===== src/rtl/address_range_sequencer_pkg.sv =====
// Shared types for the address range sequencer.
package address_range_sequencer_pkg;

  typedef enum logic {
    ST_IDLE = 1'b0,
    ST_RUN  = 1'b1
  } seq_state_t;

endpackage


===== src/rtl/address_range_sequencer_address_index_step.sv =====
// Next (index, address) pair inside a non-aligned range, or the first pair of a burst
// when i_load is set.
module address_index_step #(
  parameter int ADDR_COUNT = 1,
  parameter int ADDR_BASE  = 0,
  parameter int ADDR_WIDTH = 1
) (
  input  logic                  i_load,
  input  logic [ADDR_WIDTH-1:0] i_index,
  input  logic [ADDR_WIDTH-1:0] i_address,
  output logic [ADDR_WIDTH-1:0] o_index,
  output logic [ADDR_WIDTH-1:0] o_address
);

  localparam logic [ADDR_WIDTH-1:0] BASE_LSB   = ADDR_WIDTH'(ADDR_BASE);
  localparam logic [ADDR_WIDTH-1:0] LAST_INDEX = ADDR_WIDTH'(ADDR_COUNT - 1);
  localparam logic [ADDR_WIDTH-1:0] ONE        = ADDR_WIDTH'(1);

  // The base add only feeds the first-beat load; stepping is a plain increment.
  always_comb begin
    o_index   = '0;
    o_address = '0;
    if (i_load) begin
      o_index   = i_index;
      o_address = BASE_LSB + i_index;
    end else if (i_index == LAST_INDEX) begin
      o_index   = '0;
      o_address = BASE_LSB;
    end else begin
      o_index   = i_index + ONE;
      o_address = i_address + ONE;
    end
  end

endmodule


===== src/rtl/address_range_sequencer.sv =====
// Streams raw addresses for a burst over a non-aligned range with index wrap.
// ST_IDLE | accepts or rejects a command; ST_RUN | emits one beat per out_ready.
module address_range_sequencer
  import address_range_sequencer_pkg::*;
#(
  parameter int ADDR_COUNT = 1,
  parameter int ADDR_BASE  = 0,
  parameter int ADDR_WIDTH = 1
) (
  input  logic                  i_clock,
  input  logic                  i_clear,
  input  logic                  i_cmd_valid,
  output logic                  o_cmd_ready,
  input  logic [ADDR_WIDTH-1:0] i_cmd_index,
  input  logic [ADDR_WIDTH:0]   i_cmd_length,
  output logic                  o_cmd_error,
  output logic                  o_out_valid,
  input  logic                  i_out_ready,
  output logic [ADDR_WIDTH-1:0] o_out_address,
  output logic [ADDR_WIDTH-1:0] o_out_index,
  output logic                  o_out_last
);

  localparam logic [ADDR_WIDTH:0] COUNT_LEN = (ADDR_WIDTH+1)'(ADDR_COUNT);
  localparam logic [ADDR_WIDTH:0] ONE_LEN   = (ADDR_WIDTH+1)'(1);

  seq_state_t              r_state;
  seq_state_t              w_state_next;
  logic [ADDR_WIDTH-1:0]   r_index;
  logic [ADDR_WIDTH-1:0]   r_address;
  logic [ADDR_WIDTH:0]     r_remaining;
  logic                    r_error;

  logic                    w_idle;
  logic                    w_cmd_ok;
  logic                    w_accept;
  logic                    w_beat;
  logic                    w_last;
  logic [ADDR_WIDTH-1:0]   w_step_in_index;
  logic [ADDR_WIDTH-1:0]   w_step_index;
  logic [ADDR_WIDTH-1:0]   w_step_address;

  assign w_idle   = (r_state == ST_IDLE);
  assign w_cmd_ok = (i_cmd_length != '0) && (i_cmd_length <= COUNT_LEN) &&
                    ({1'b0, i_cmd_index} < COUNT_LEN);
  assign w_accept = w_idle && i_cmd_valid && w_cmd_ok;
  assign w_last   = (r_remaining == ONE_LEN);
  assign w_beat   = (r_state == ST_RUN) && i_out_ready;

  assign w_step_in_index = w_idle ? i_cmd_index : r_index;

  address_index_step #(
    .ADDR_COUNT (ADDR_COUNT),
    .ADDR_BASE  (ADDR_BASE),
    .ADDR_WIDTH (ADDR_WIDTH)
  ) u_step (
    .i_load    (w_idle),
    .i_index   (w_step_in_index),
    .i_address (r_address),
    .o_index   (w_step_index),
    .o_address (w_step_address)
  );

  always_ff @(posedge i_clock) begin
    if (i_clear) r_state <= ST_IDLE;
    else         r_state <= w_state_next;
  end

  always_comb begin
    w_state_next = r_state;
    case (r_state)
      ST_IDLE: if (i_cmd_valid && w_cmd_ok) w_state_next = ST_RUN;
      ST_RUN:  if (i_out_ready && w_last)   w_state_next = ST_IDLE;
      default: w_state_next = ST_IDLE;
    endcase
  end

  always_comb begin
    o_cmd_ready = (r_state == ST_IDLE);
    o_out_valid = (r_state == ST_RUN);
    o_out_last  = (r_state == ST_RUN) && w_last;
  end

  always_ff @(posedge i_clock) begin
    if (i_clear) begin
      r_index     <= '0;
      r_address   <= '0;
      r_remaining <= '0;
      r_error     <= 1'b0;
    end else begin
      r_error <= w_idle && i_cmd_valid && !w_cmd_ok;
      if (w_accept) begin
        r_index     <= w_step_index;
        r_address   <= w_step_address;
        r_remaining <= i_cmd_length;
      end else if (w_beat) begin
        r_index     <= w_step_index;
        r_address   <= w_step_address;
        r_remaining <= r_remaining - ONE_LEN;
      end
    end
  end

  assign o_cmd_error   = r_error;
  assign o_out_address = r_address;
  assign o_out_index   = r_index;

endmodule


===== config.mk =====
export PLATFORM = sky130hd
export DESIGN_NAME = address_range_sequencer
export DESIGN_NICKNAME = d
export VERILOG_FILES = /design/src/rtl/address_range_sequencer_pkg.sv /design/src/rtl/address_range_sequencer_address_index_step.sv /design/src/rtl/address_range_sequencer.sv
export SDC_FILE = /design/constraint.sdc
export NUM_CORES = 1
export LEC_CHECK = 0
export BUFFER_PORTS_ARGS = -buffer_cell sky130_fd_sc_hd__buf_2
export CAP_MARGIN = 20
export CORE_AREA = 4 4 41 43
export CTS_CLUSTER_DIAMETER = 200
export CTS_CLUSTER_SIZE = 8
export DETAILED_ROUTE_END_ITERATION = 8
export DIE_AREA = 0 0 45 47
export PLACE_DENSITY = 0.48
export SYNTH_ARGS = -nofsm -noshare
export SYNTH_HDL_FRONTEND = slang
export SYNTH_HIERARCHICAL = 1
export SYNTH_SLANG_ARGS = --single-unit
export TNS_END_PERCENT = 50

===== constraint.sdc =====
create_clock -name i_clock -period 1.5 [get_ports i_clock]
set_clock_uncertainty 0.15 [all_clocks]
set_input_delay 0.375 -clock i_clock [delete_from_list [all_inputs] [get_ports i_clock]]
set_output_delay 0.375 -clock i_clock [all_outputs]
set_load 0.005 [all_outputs]

==> metrics.yaml <==
status: "finished, violations left"
violations: "negative setup slack"
critical_path_class: "reg2out"
clock-sinks: 6
port-buffer-count: 12
grt_max_degree: 7
layout_common_cells: "buf_2, inv_1"
synth_edf_count: 0
crit_arrival_ns: 0.98
setup_viol: 1
area_growth_syn_to_layout_pct: 45.4
postRouteWirelength_um: 786
firstDrtPassIters: 2
slew_violations: 0
async_reset_ff_share_pct: 0
wl_met1_um: 394
required_ns: 0.97
post-place-ws_ns: -0.0181
post_drt_wl_per_cell_um: 11.2
vias: 309
final_common_cell: "buf_2"
ctsHoldBuffers: 0
ys_types: 21
hold_viol: 0
netlist_area_sq_um: 328
die_area_sq_um: 2120
avgSynthCellArea_sq_um: 8.86
path_buf_inv: 2
cts_buffer_depth: 2
worst-r2r-cell-count: 4
worst_path_max_delay_cell: "dfxtp_2"
yosys_register_bits: 6
power_density_nw_per_um2: 789
whs_path_depth: 2
critPathTopFamily: "flip-flops"
finalCritPeriodShare_pct: 100
wl_met3_um: 37
drive_gt1_share_pct: 50.9
antenna_found_initial: 0
initial_core_util_pct: 25.2
worst_ir_drop_vdd_uv: 381
period_needed_ns: 1.50
max_stage_delay_ns: 0.32
drt_iter0_markers: 5
rsz0062_at_grt: "true"
cts_buffers: 3
grt_usage_pct: 9.03
num-nets-final: 65
synth_ff_type: "dfxtp_1"
power_uw: 376
vias_per_cell: 4.41
wl_met2_um: 355
timing.reg2reg.setup_slack_ns: 0.10
io_pins: 13
hold_path.class: "in2reg"
yosysSeqAreaShare_pct: 36.6
grt_pass1_vias: 294
overflow: 0
grt_pass1_wl_um: 1290
maxCapViolations: 0
diodes: 0
cts_tree: "done"
p_leak_nw: 0.222
cp.depth: 4
ant_nets: 0
yosys_warnings: 6
clock.fmax_mhz: 665
min-delay-start: "i_clear"
routabilityCongestion: 0.767
synthCells: 37
setup_slack_ns: -0.00332
crit_path_start: "r_remaining[1]"
highest_layer: "met3"
synth_fp_nets: 45
clk_latency_ns: 0.24
clk_pin_slew_ns: 0.05
die_h_um: 47
relSlewSlack_pct: 79.1
fp.coreArea_sq_um: 1300
die_w_um: 45
drc_errors: 0
worst_r2r_startpoint: "o_out_valid"
critPathMaxFanout: 2
worst_setup_path_end_kind: "primary output"
htree_levels: 1
hpwl_um: 589
path_cells: "inv_2, ha_4, and2_4, buf_6"
start_kind: "flip-flop"
clockRootBuffer: "clkbuf_4"
row_count: 13
worst_slew_pin_slew_ns: 0.310
-- routing by layer --
metal / track usage (%) / vias to the layer above
li1: - / 168
met1: 11.7 / 133
met3: 2.30 / 0
met5: 0 / -
met4: 7.02 / 0
met2: 12.7 / 8
-- cells by family (layout without fill, tap and decap cells) --
kind of cell,count (synthesis),count (layout),share of synthesized area [%]
XOR/XNOR,1,1,2.67
flip-flops,6,6,36.6
buffers and inverters,6,24,6.87
adder cells (fa/ha/maj),1,1,3.82
AO/OA/AOI/OAI,7,7,16.0
multiplexers,2,2,8.01
AND/OR/NAND/NOR,14,14,26.0
-- cell type report --
type | instances | area, sq um
inverters | 6 | 22.5
fillers | 148 | 825
flip-flops and latches | 6 | 124
clock buffers | 3 | 22.5
repair buffers | 15 | 88.8
multi-input cells | 25 | 200
well taps | 15 | 18.8
-- timing repair --
action                     in CTS  in global routing
pin swaps                       1                  0
setup endpoints to repair       1                  1
resized for setup               8                  0
setup buffers                   0                  0
-- synthesized netlist by cell type (2+ instances only) --
master	number	share of area, %
o2111ai_1	2	5.3
dfxtp_1	6	37
a21oi_1	2	3.1
inv_1	6	6.9
o311ai_0	2	5.3
nand2_1	3	3.4
nand4_1	2	3.8
-- where the power goes --
part / switching [mW] / internal (mW)
Combinational: 0.0269 / 0.0293
Clock: 0.0569 / 0.0904
Sequential: 0.00535 / 0.167
-- state kept, by name, summed over array words and instances, names as in the netlist --
register       flops
o_out_address      1
r_remaining        2
o_out_index        1
o_cmd_error        1
o_out_valid        1
-- per-stage QoR --
step / hold slack, ns / TNS (ns) / util [%] / area [sq um] / cells
final: 0.209 / -0.00332 / 36.6 / 477 / 70
after global routing: 0.217 / -0.0572 / 36.6 / 477 / 70
after CTS: 0.207 / -0.0104 / 36.6 / 477 / 70
after detailed placement: 0.412 / -0.0181 / 33.0 / 429 / 67
after global placement: 0.403 / -0.00882 / 33.0 / 429 / 67
after floorplan: 0.294 / 0 / - / 328 / 37
-- worst paths after layout --
| path | to |
|---|---|
| setup / recovery | o_out_last |
| hold / removal | o_out_valid |
| setup reg to reg | o_out_address |
| hold reg to reg | o_out_address |
-- worst reg2reg max path, stage by stage, from the launching register on --
cell and delay (ns):
dfxtp_2 0.33, mux2_2 0.22, a21boi_1 0.20, inv_1 0.05
o311ai_0 0.33
(Power assumes the default switching activity.)
